## src/rtl/fp_add_pkg.sv

```systemverilog
// rtl/fp_add_pkg.sv - shared widths, constants, FSM states and rounding helper for the FP adder back end
package fp_add_pkg;

   localparam int EXP_W_DEF  = 8;
   localparam int MANT_W_DEF = 28;
   localparam int BIAS       = 127;
   localparam int EXP_MAX    = 255;

   localparam logic [31:0] QNAN    = 32'h7FC0_0000;
   localparam logic [31:0] POS_INF = 32'h7F80_0000;

   typedef enum logic [1:0] {
      IDLE,
      NORM,
      ROUND,
      DONE
   } state_t;

   // Round-to-nearest-even increment decision.
   function automatic logic rne_inc(input logic g, input logic r, input logic s, input logic lsb);
      return g & (r | s | lsb);
   endfunction

endpackage

```

## src/rtl/fp_lzc.sv

```systemverilog
// rtl/fp_lzc.sv - 28-bit leading-zero counter (count of 28 for an all-zero word)
module fp_lzc (
   input  logic [27:0] data,
   output logic [4:0]  count
);

   always_comb begin
      count = 5'd28;
      for (int i = 0; i < 28; i++) begin
         if (data[i]) count = 5'(27 - i);
      end
   end

endmodule

```

## src/rtl/fp_norm_round.sv

```systemverilog
// rtl/fp_norm_round.sv - normalise, round-to-nearest-even and pack the add-stage vector into binary32
// FP_FAST_NORM_EN: single-cycle leading-zero shift in NORM instead of one bit per cycle.
module fp_norm_round
   import fp_add_pkg::*;
#(
   parameter int EXP_W  = EXP_W_DEF,
   parameter int MANT_W = MANT_W_DEF
) (
   input  logic              clk,
   input  logic              reset,
   input  logic              in_valid,
   output logic              in_ready,
   input  logic [31:0]       Ncase_in,
   input  logic              SS_in,
   input  logic [MANT_W-1:0] MS_in,
   input  logic [EXP_W-1:0]  EO_in,
   input  logic              Co_in,
   input  logic              EN_in,
   output logic              out_valid,
   input  logic              out_ready,
   output logic [31:0]       result,
   output logic              busy
);

   localparam int EW = EXP_W + 1;
   localparam int MW = MANT_W - 4;
`ifdef FP_FAST_NORM_EN
   localparam bit FAST = 1'b1;
`else
   localparam bit FAST = 1'b0;
`endif

   state_t            state, state_nxt;
   logic [MANT_W-1:0] m;
   logic [EW-1:0]     e;
   logic              sign;
   logic              accept;

   assign in_ready  = reset & ((state == IDLE) | ((state == DONE) & out_ready));
   assign accept    = in_valid & in_ready;
   assign out_valid = (state == DONE);
   assign busy      = (state != IDLE);

   state_t            d_state;
   logic [MANT_W-1:0] d_m;
   logic [EW-1:0]     d_e;
   logic [31:0]       d_result;

   always_comb begin
      d_state  = ROUND;
      d_m      = MS_in;
      d_e      = {1'b0, EO_in};
      d_result = '0;
      if (EN_in) begin
         d_state  = DONE;
         d_result = Ncase_in;
      end else if (Co_in) begin
         // Shifted-out bit folds into the sticky pair.
         d_m     = {1'b1, MS_in[MANT_W-1:2], |MS_in[1:0]};
         d_e     = {1'b0, EO_in} + EW'(1);
         d_state = FAST ? NORM : ROUND;
      end else if (MS_in == '0) begin
         d_state = DONE;
      end else if (FAST || (!MS_in[MANT_W-1] && (EO_in > EXP_W'(1)))) begin
         d_state = NORM;
      end
   end

   logic [MANT_W-1:0] norm_m;
   logic [EW-1:0]     norm_e;
   logic              norm_done;

`ifdef FP_FAST_NORM_EN
   logic [4:0]    lz;
   logic [EW-1:0] shamt;

   fp_lzc u_lzc (
      .data  (m),
      .count (lz)
   );

   // Shift is clamped so the exponent never drops below 1.
   always_comb begin
      shamt = '0;
      if (e > EW'(1)) shamt = (EW'(lz) > e - EW'(1)) ? e - EW'(1) : EW'(lz);
      norm_m    = m << shamt;
      norm_e    = e - shamt;
      norm_done = 1'b1;
   end
`else
   always_comb begin
      norm_m    = m << 1;
      norm_e    = e - EW'(1);
      norm_done = norm_m[MANT_W-1] | (norm_e <= EW'(1));
   end
`endif

   logic          inc;
   logic [MW:0]   sum;
   logic [MW-1:0] man;
   logic [EW-1:0] e_r;
   logic [31:0]   round_result;

   always_comb begin
      inc = rne_inc(m[3], m[2], |m[1:0], m[4]);
      sum = {1'b0, m[MANT_W-1:4]} + (MW+1)'(inc);
      if (sum[MW]) begin
         man = sum[MW:1];
         e_r = e + EW'(1);
      end else begin
         man = sum[MW-1:0];
         e_r = e;
      end
      // No hidden bit after rounding means a subnormal: exponent field packs 0.
      if (e_r >= EW'(EXP_MAX))
         round_result = {sign, POS_INF[30:0]};
      else
         round_result = {sign, (man[MW-1] ? e_r[EXP_W-1:0] : {EXP_W{1'b0}}), man[MW-2:0]};
   end

   always_comb begin
      state_nxt = state;
      case (state)
         IDLE:    if (accept) state_nxt = d_state;
         NORM:    if (norm_done) state_nxt = ROUND;
         ROUND:   state_nxt = DONE;
         DONE: begin
            if (accept)         state_nxt = d_state;
            else if (out_ready) state_nxt = IDLE;
         end
         default: state_nxt = IDLE;
      endcase
   end

   always_ff @(posedge clk or negedge reset) begin
      if (!reset) begin
         state  <= IDLE;
         m      <= '0;
         e      <= '0;
         sign   <= 1'b0;
         result <= '0;
      end else begin
         state <= state_nxt;
         if (accept) begin
            m    <= d_m;
            e    <= d_e;
            sign <= SS_in;
            if (d_state == DONE) result <= d_result;
         end else if (state == NORM) begin
            m <= norm_m;
            e <= norm_e;
         end else if (state == ROUND) begin
            result <= round_result;
         end
      end
   end

endmodule

```

## config.mk

```make
export PLATFORM = sky130hd
export DESIGN_NAME = fp_norm_round
export DESIGN_NICKNAME = d
export VERILOG_FILES = /design/src/rtl/fp_add_pkg.sv /design/src/rtl/fp_lzc.sv /design/src/rtl/fp_norm_round.sv
export SDC_FILE = /design/constraint.sdc
export NUM_CORES = 1
export LEC_CHECK = 0
export CAP_MARGIN = 10
export CORE_ASPECT_RATIO = 1.25
export CORE_UTILIZATION = 65
export CTS_BUF_LIST = sky130_fd_sc_hd__clkbuf_8 sky130_fd_sc_hd__clkbuf_16
export DETAILED_ROUTE_END_ITERATION = 10
export DONT_BUFFER_PORTS = 1
export PLACE_DENSITY = 0.83
export SLEW_MARGIN = 20
export SYNTH_ARGS = -nofsm -noshare
export SYNTH_HDL_FRONTEND = slang
export SYNTH_SLANG_ARGS = --single-unit
```

## constraint.sdc

```tcl
create_clock -name clk -period 5.1 [get_ports clk]
set_clock_uncertainty 0.05 [all_clocks]
set_input_delay 0.51 -clock clk [delete_from_list [all_inputs] [get_ports clk]]
set_output_delay 0.51 -clock clk [all_outputs]
set_load 0.1 [all_outputs]
```

# Word-level counts from Yosys, hierarchy flattened
# Cells that the tools add are included.
# totals
input_bits	75
out_inout_bits	35
elab_cells	66
register_bits	72
# op_classes
n_eq_ne	9
n_bitwise	8
add_sub_neg	4
muxes	26
reduce_logical	11
n_lt_le_gt_ge	3
# ops
op	count
two-way mux 32 bit	5
two-way mux 28 bit	4
two-way mux 9 bit	5
two-way mux 31 bit	1
logical NOT 28 bit	1
adder 24 x 1 -> 25 bit	1
two-way mux 24 bit	1
two-way mux 2 bit	8
adder 8 x 1 -> 9 bit (second input constant)	1
adder 9 x 1 -> 9 bit (second input constant)	1
>= comparator 9 x 8 -> 1 bit (second input constant)	1
less-or-equal comparator 9 x 1 -> 1 bit (second input constant)	1
subtractor 9 x 1 -> 9 bit (second input constant)	1
> comparator 8 x 1 -> 1 bit (second input constant)	1
two-way mux 8 bit	1
one-hot mux 2 bit (4 select lines)	1
== test 2 bit (second input constant)	3
inequality test 2 bit (second input constant)	3
AND reduction 3 bit	2
nonzero test 2 bit	3
bitwise AND 1 bit	4
OR 1 bit	4
OR reduction 2 bit	2
inequality test 3 x 1 -> 1 bit (second input constant)	1
other kinds (5)	5

# Depth between registers and ports, before layout
# logic_depth
ltp_word	11
ltp_mapped	11
mapped_depth_nobuf	9

# Least setup slack after synthesis
# Ideal clock, no wire load.
# synth_timing
path_type	register -> register
from	register m[4]
to	register result[13]
setup_slack_ps	2426
setup_ps	74
synth_period_minus_slack_ps	2674
path_buffers	2
arrival_time_ps	2550
required_time_ps	4976
stages_incl_launch_ff	12
cell_sequence	dfrtp_1 > and2_1 > ha_1 > nand3_1 > nor4_4 > and2_1 > buf_4 > o21a_4 > nor4_4 > or4_1 > buf_6 > o21ai_2
# synth_between
elab_chain_cells	9
word_cells_on_any_way	10
cone_classes	add/sub (1); order compare (1); mux (6); bitwise (2)
# synth_lines
element	line	source
start, declared	fp_norm_round.sv:34	logic [MANT_W-1:0] m;
start signal, assigned	fp_norm_round.sv:145	m <= d_m;
start signal, assigned	fp_norm_round.sv:150	m <= norm_m;
OR 1 bit	fp_add_pkg.sv:21	return g & (r | s | lsb);
bitwise AND 1 bit	fp_add_pkg.sv:21	
adder 24 x 1 -> 25 bit *	fp_norm_round.sv:106	sum = {1'b0, m[MANT_W-1:4]} + (MW+1)'(inc);
two-way mux 9 bit	fp_norm_round.sv:107	if (sum[MW]) begin
>= comparator 9 x 8 -> 1 bit	fp_norm_round.sv:115	if (e_r >= EW'(EXP_MAX))
two-way mux 31 bit *	fp_norm_round.sv:115	
two-way mux 32 bit *	fp_norm_round.sv:152	end else if (state == ROUND) begin
two-way mux 32 bit *	fp_norm_round.sv:149	end else if (state == NORM) begin
two-way mux 32 bit *	fp_norm_round.sv:144	if (accept) begin
end signal, assigned	fp_norm_round.sv:148	if (d_state == DONE) result <= d_result;
end signal, assigned	fp_norm_round.sv:153	result <= round_result;
end, declared	fp_norm_round.sv:21	output logic [31:0] result,
# Every way passes the cells marked *; elsewhere a longest branch is shown, timed or not. The select of a mux whose other input is x is not followed.
# A chain may end at the register's enable or synchronous reset.

# Final worst setup path
# layout_timing
from	register m[3]
to	register result[9]
# layout_between
elab_chain_cells	8
word_cells_on_any_way	9
cone_classes	add/sub (1); order compare (1); mux (6); bitwise (1)
# layout_lines
element	line
bitwise AND 1 bit *	fp_add_pkg.sv:21
adder 24 x 1 -> 25 bit *	fp_norm_round.sv:106
two-way mux 9 bit	fp_norm_round.sv:107
>= comparator 9 x 8 -> 1 bit	fp_norm_round.sv:115
two-way mux 31 bit *	fp_norm_round.sv:115
two-way mux 32 bit *	fp_norm_round.sv:152
two-way mux 32 bit *	fp_norm_round.sv:149
two-way mux 32 bit *	fp_norm_round.sv:144
# Marked as above.

==> results by group <==
Setup path
  – CP startpoint kind: register
  – CP Capture Point: result[9]
  – Slowest cell on crit path: nor4_4
  – Worst-path cell chain: and2_1 -> ha_1 -> nand3_1 -> nor4_4 -> and2_1 -> a31oi_1 -> nor4_4 -> or4_1 -> o21ai_2
  – Critical path type: register to register
  – CP startpoint: m[3]
  – Crit path depth: 9
  – Crit Path Max Fanout: 14
  – Slowest cell delay on critical path: 0.56 ns
  – Critical Path Sink Type: register
  – Terminus of the critical flop-to-flop path: result[9]
  – Worst path top cell family by delay: simple AND/OR/NAND/NOR gates
  – Register-to-register setup slack: 1.67 ns
  – Critical path required time: 5.28 ns
  – Arr. time, crit path: 3.60 ns
  – FF-to-FF Start: m[3]
  – CP bufs+invs: 0
  – Reg2Reg Depth: 9

Global routing
  – Antenna violations before repair: 0
  – Pin count of the biggest net entering global routing: 73
  – Gr usage total: 34.11%
  – Vias in the first global route: 4385
  – First-pass GRT wire length: 21110 um
  – Remaining Overflow, GRT: 0

Timing
  – Unrepaired setup endpoints after global routing: no
  – Hold_ws: -0.02478 ns
  – Max-slew headroom: 33.54%
  – Slew at the pin closest to its max-slew limit: 0.9969 ns
  – Setup TNS: 0 ns
  – Hold Violations, Final: 18
  – Final setup margin: 1.674 ns
  – Crit path time final: 3.426 ns
  – Fmax: 0.2919 GHz
  – Final setup fails: 0
  – Final slew viol count: 0
  – Part of the cycle the worst path needs: 67.17%

Detailed routing
  – First drt pass iteration count: 5
  – Via/cell ratio: 6.819
  – Final ANT Viol Nets: 0
  – Residual DRC count: 0
  – Routed vias: 4555
  – 1st-iter DRT viols: 375
  – Total wire length: 13150 um
  – WL/cell: 19.68 um

Clocking
  – Clock latency on the worst-skew pair: 0.35 ns
  – Setup bufs post-CTS: 0
  – Clock buffer count from CTS: 9
  – Clk buf depth: 2
  – CTS tree: yes
  – Clock root buffer: clkbuf_8
  – H-tree Lvls: 3
  – Clock Sinks: 72
  – Clk pin slew, worst setup/hold paths: 0.08 ns

Finish
  – Commonest cells after routing, fill and taps aside: nand2_1 (96), dfrtp_1 (72), a21oi_1 (53)
  – Filler cells: 603
  – Area Overhead vs Synth: 5.079%
  – Design area: 5255 sq um
  – Multi-input combinational cell area: 2973 sq um
  – Commonest non-fill, non-tap cell in the layout: nand2_1
  – Nets: 653
  – Diode count: 0
  – Final Non-Filler Cells: 668
  – Ratio of cells with drive above 1 in the final layout: 8.160%
  – FF/Latch Area: 1802 sq um

Logic synthesis
  – Async set-or-reset flop fraction in the synthesized netlist: 100.0%
  – Synth top area share: 36.03%
  – Largest cells by area after synthesis: dfrtp_1 (36%), nand2_1 (7.2%), a21oi_1 (5.3%)
  – Yosys warning count: 0
  – Syn Nets: 677
  – Post-Syn Area: 5001 sq um
  – Mean Syn Cell Area: 8.405 sq um
  – Syn Inst Count: 595
  – Sequential area share after synthesis: 36.03%
  – Primary FF master, synth: dfrtp_1
  – Number of flops mapped to enable cells by yosys: 0
  – Leading area contributor after synthesis: dfrtp_1
  – Seq cells post-synth: 72
  – Synth cell types: 65

Die
  – Num ports: 110
  – Chip Height: 100.1 um
  – Die ar.: 8051 sq um
  – Initial core utilization: 67.57%
  – Core ar.: 7401 sq um
  – Die width: 80.46 um
  – Row cnt: 35

Outcome
  – Outcome: complete, but fails checks
  – Failing checks: negative hold slack

Hold path
  – Min-delay worst type: input pin to asynchronous set/reset pin

Flow run
  – Max_cap viols: 0

Placed design
  – Hpwl dp: 9581 um
  – # placed instances: 650
  – Port Buffer Count: 0
  – Worst slack, placed: 1.700 ns
  – Area of placed instances: 4987 sq um
  – GP Congestion: 0.8899

Power
  – Pwr/cell area: 216.2 nW/um^2
  – VDD IR-drop max: 0.1640 mV
  – Leakage: 2.148 nW
==> per-stage QoR <==
stage,util [%],power (mW)
finish,71.01,1.136
global placement,67.39,0.6119
global route,71.01,1.169
detailed placement,67.39,0.6132
CTS,70.85,1.138
floorplan,-,0.6074
==> registers in the layout, indices dropped and copies added, names as in the netlist <==
name / count
e: 9
state: 2
sign: 1
result: 32
m: 28
==> cell usage after synthesis (7+ instances only) <==
cell       n
and3_1     9
nor2_1    35
inv_1     15
a22oi_1   13
ha_1       7
xnor2_1   22
dfrtp_1   72
xor2_1    14
a21oi_1   53
a221o_1   26
o21ai_2    9
nor4_1    10
o21ai_0   21
clkbuf_1  31
nand2b_1   8
and2_1     9
buf_2      9
nand2_1   96
nand4_1   15
nand3_1   23
==> worst reg2reg max path: stages (launching register included) <==
cell	delay (ns)
dfrtp_1	0.44
and2_1	0.16
ha_1	0.19
nand3_1	0.17
nor4_4	0.56
and2_1	0.35
a31oi_1	0.18
nor4_4	0.53
or4_1	0.54
o21ai_2	0.12
==> worst min path at each step <==
stage	from	end	slack (ns)	depth (start not counted)
2_1_floorplan	reset	e[0]	0.16	0
3_3_place_gp	reset	result[23]	0.17	0
3_5_place_dp	reset	result[14]	0.17	0
4_1_cts	reset	result[3]	0.003	1
5_1_grt	reset	result[12]	0.007	1
6_report	reset	result[25]	-0.02	1
==> final cells by class <==
cell class	count	area share [%]
flip-flops and latches	72	34.29
clock buffers	10	2.619
multi-input cells	465	56.57
inverters	16	1.143
clock inverters	6	1.738
repair buffers	7	1.452
well taps	92	2.190
==> kinds of logic after synthesis <==
logic type,synth area share [%]
mux,0.4003
simple gates,24.49
buf+inv,4.803
fa+ha+maj,1.751
flops,36.03
compound gates,25.89
xor+xnor,6.630
==> report_power, final <==
group	switching, mW	internal, mW
combinational	0.0312	0.0147
clock	0.228	0.291
sequential	0	0.570
==> what timing repair did <==
action                    CTS  global route
gates resized for setup     0             0
hold endpoints to repair   72             0
hold buffers                1             0
==> per-layer routing <==
layer | share of wire, % | wire length [um] | vias up | track usage (%)
met5 | 0 | 0 | - | 0
met4 | 2.5 | 329 | 0 | 13.87
met3 | 8.0 | 1047 | 27 | 6.000
met2 | 48 | 6264 | 219 | 55.15
met1 | 42 | 5506 | 2152 | 45.04
li1 | - | - | 2157 | -
No activity file was read; power rests on OpenSTA's default activity.
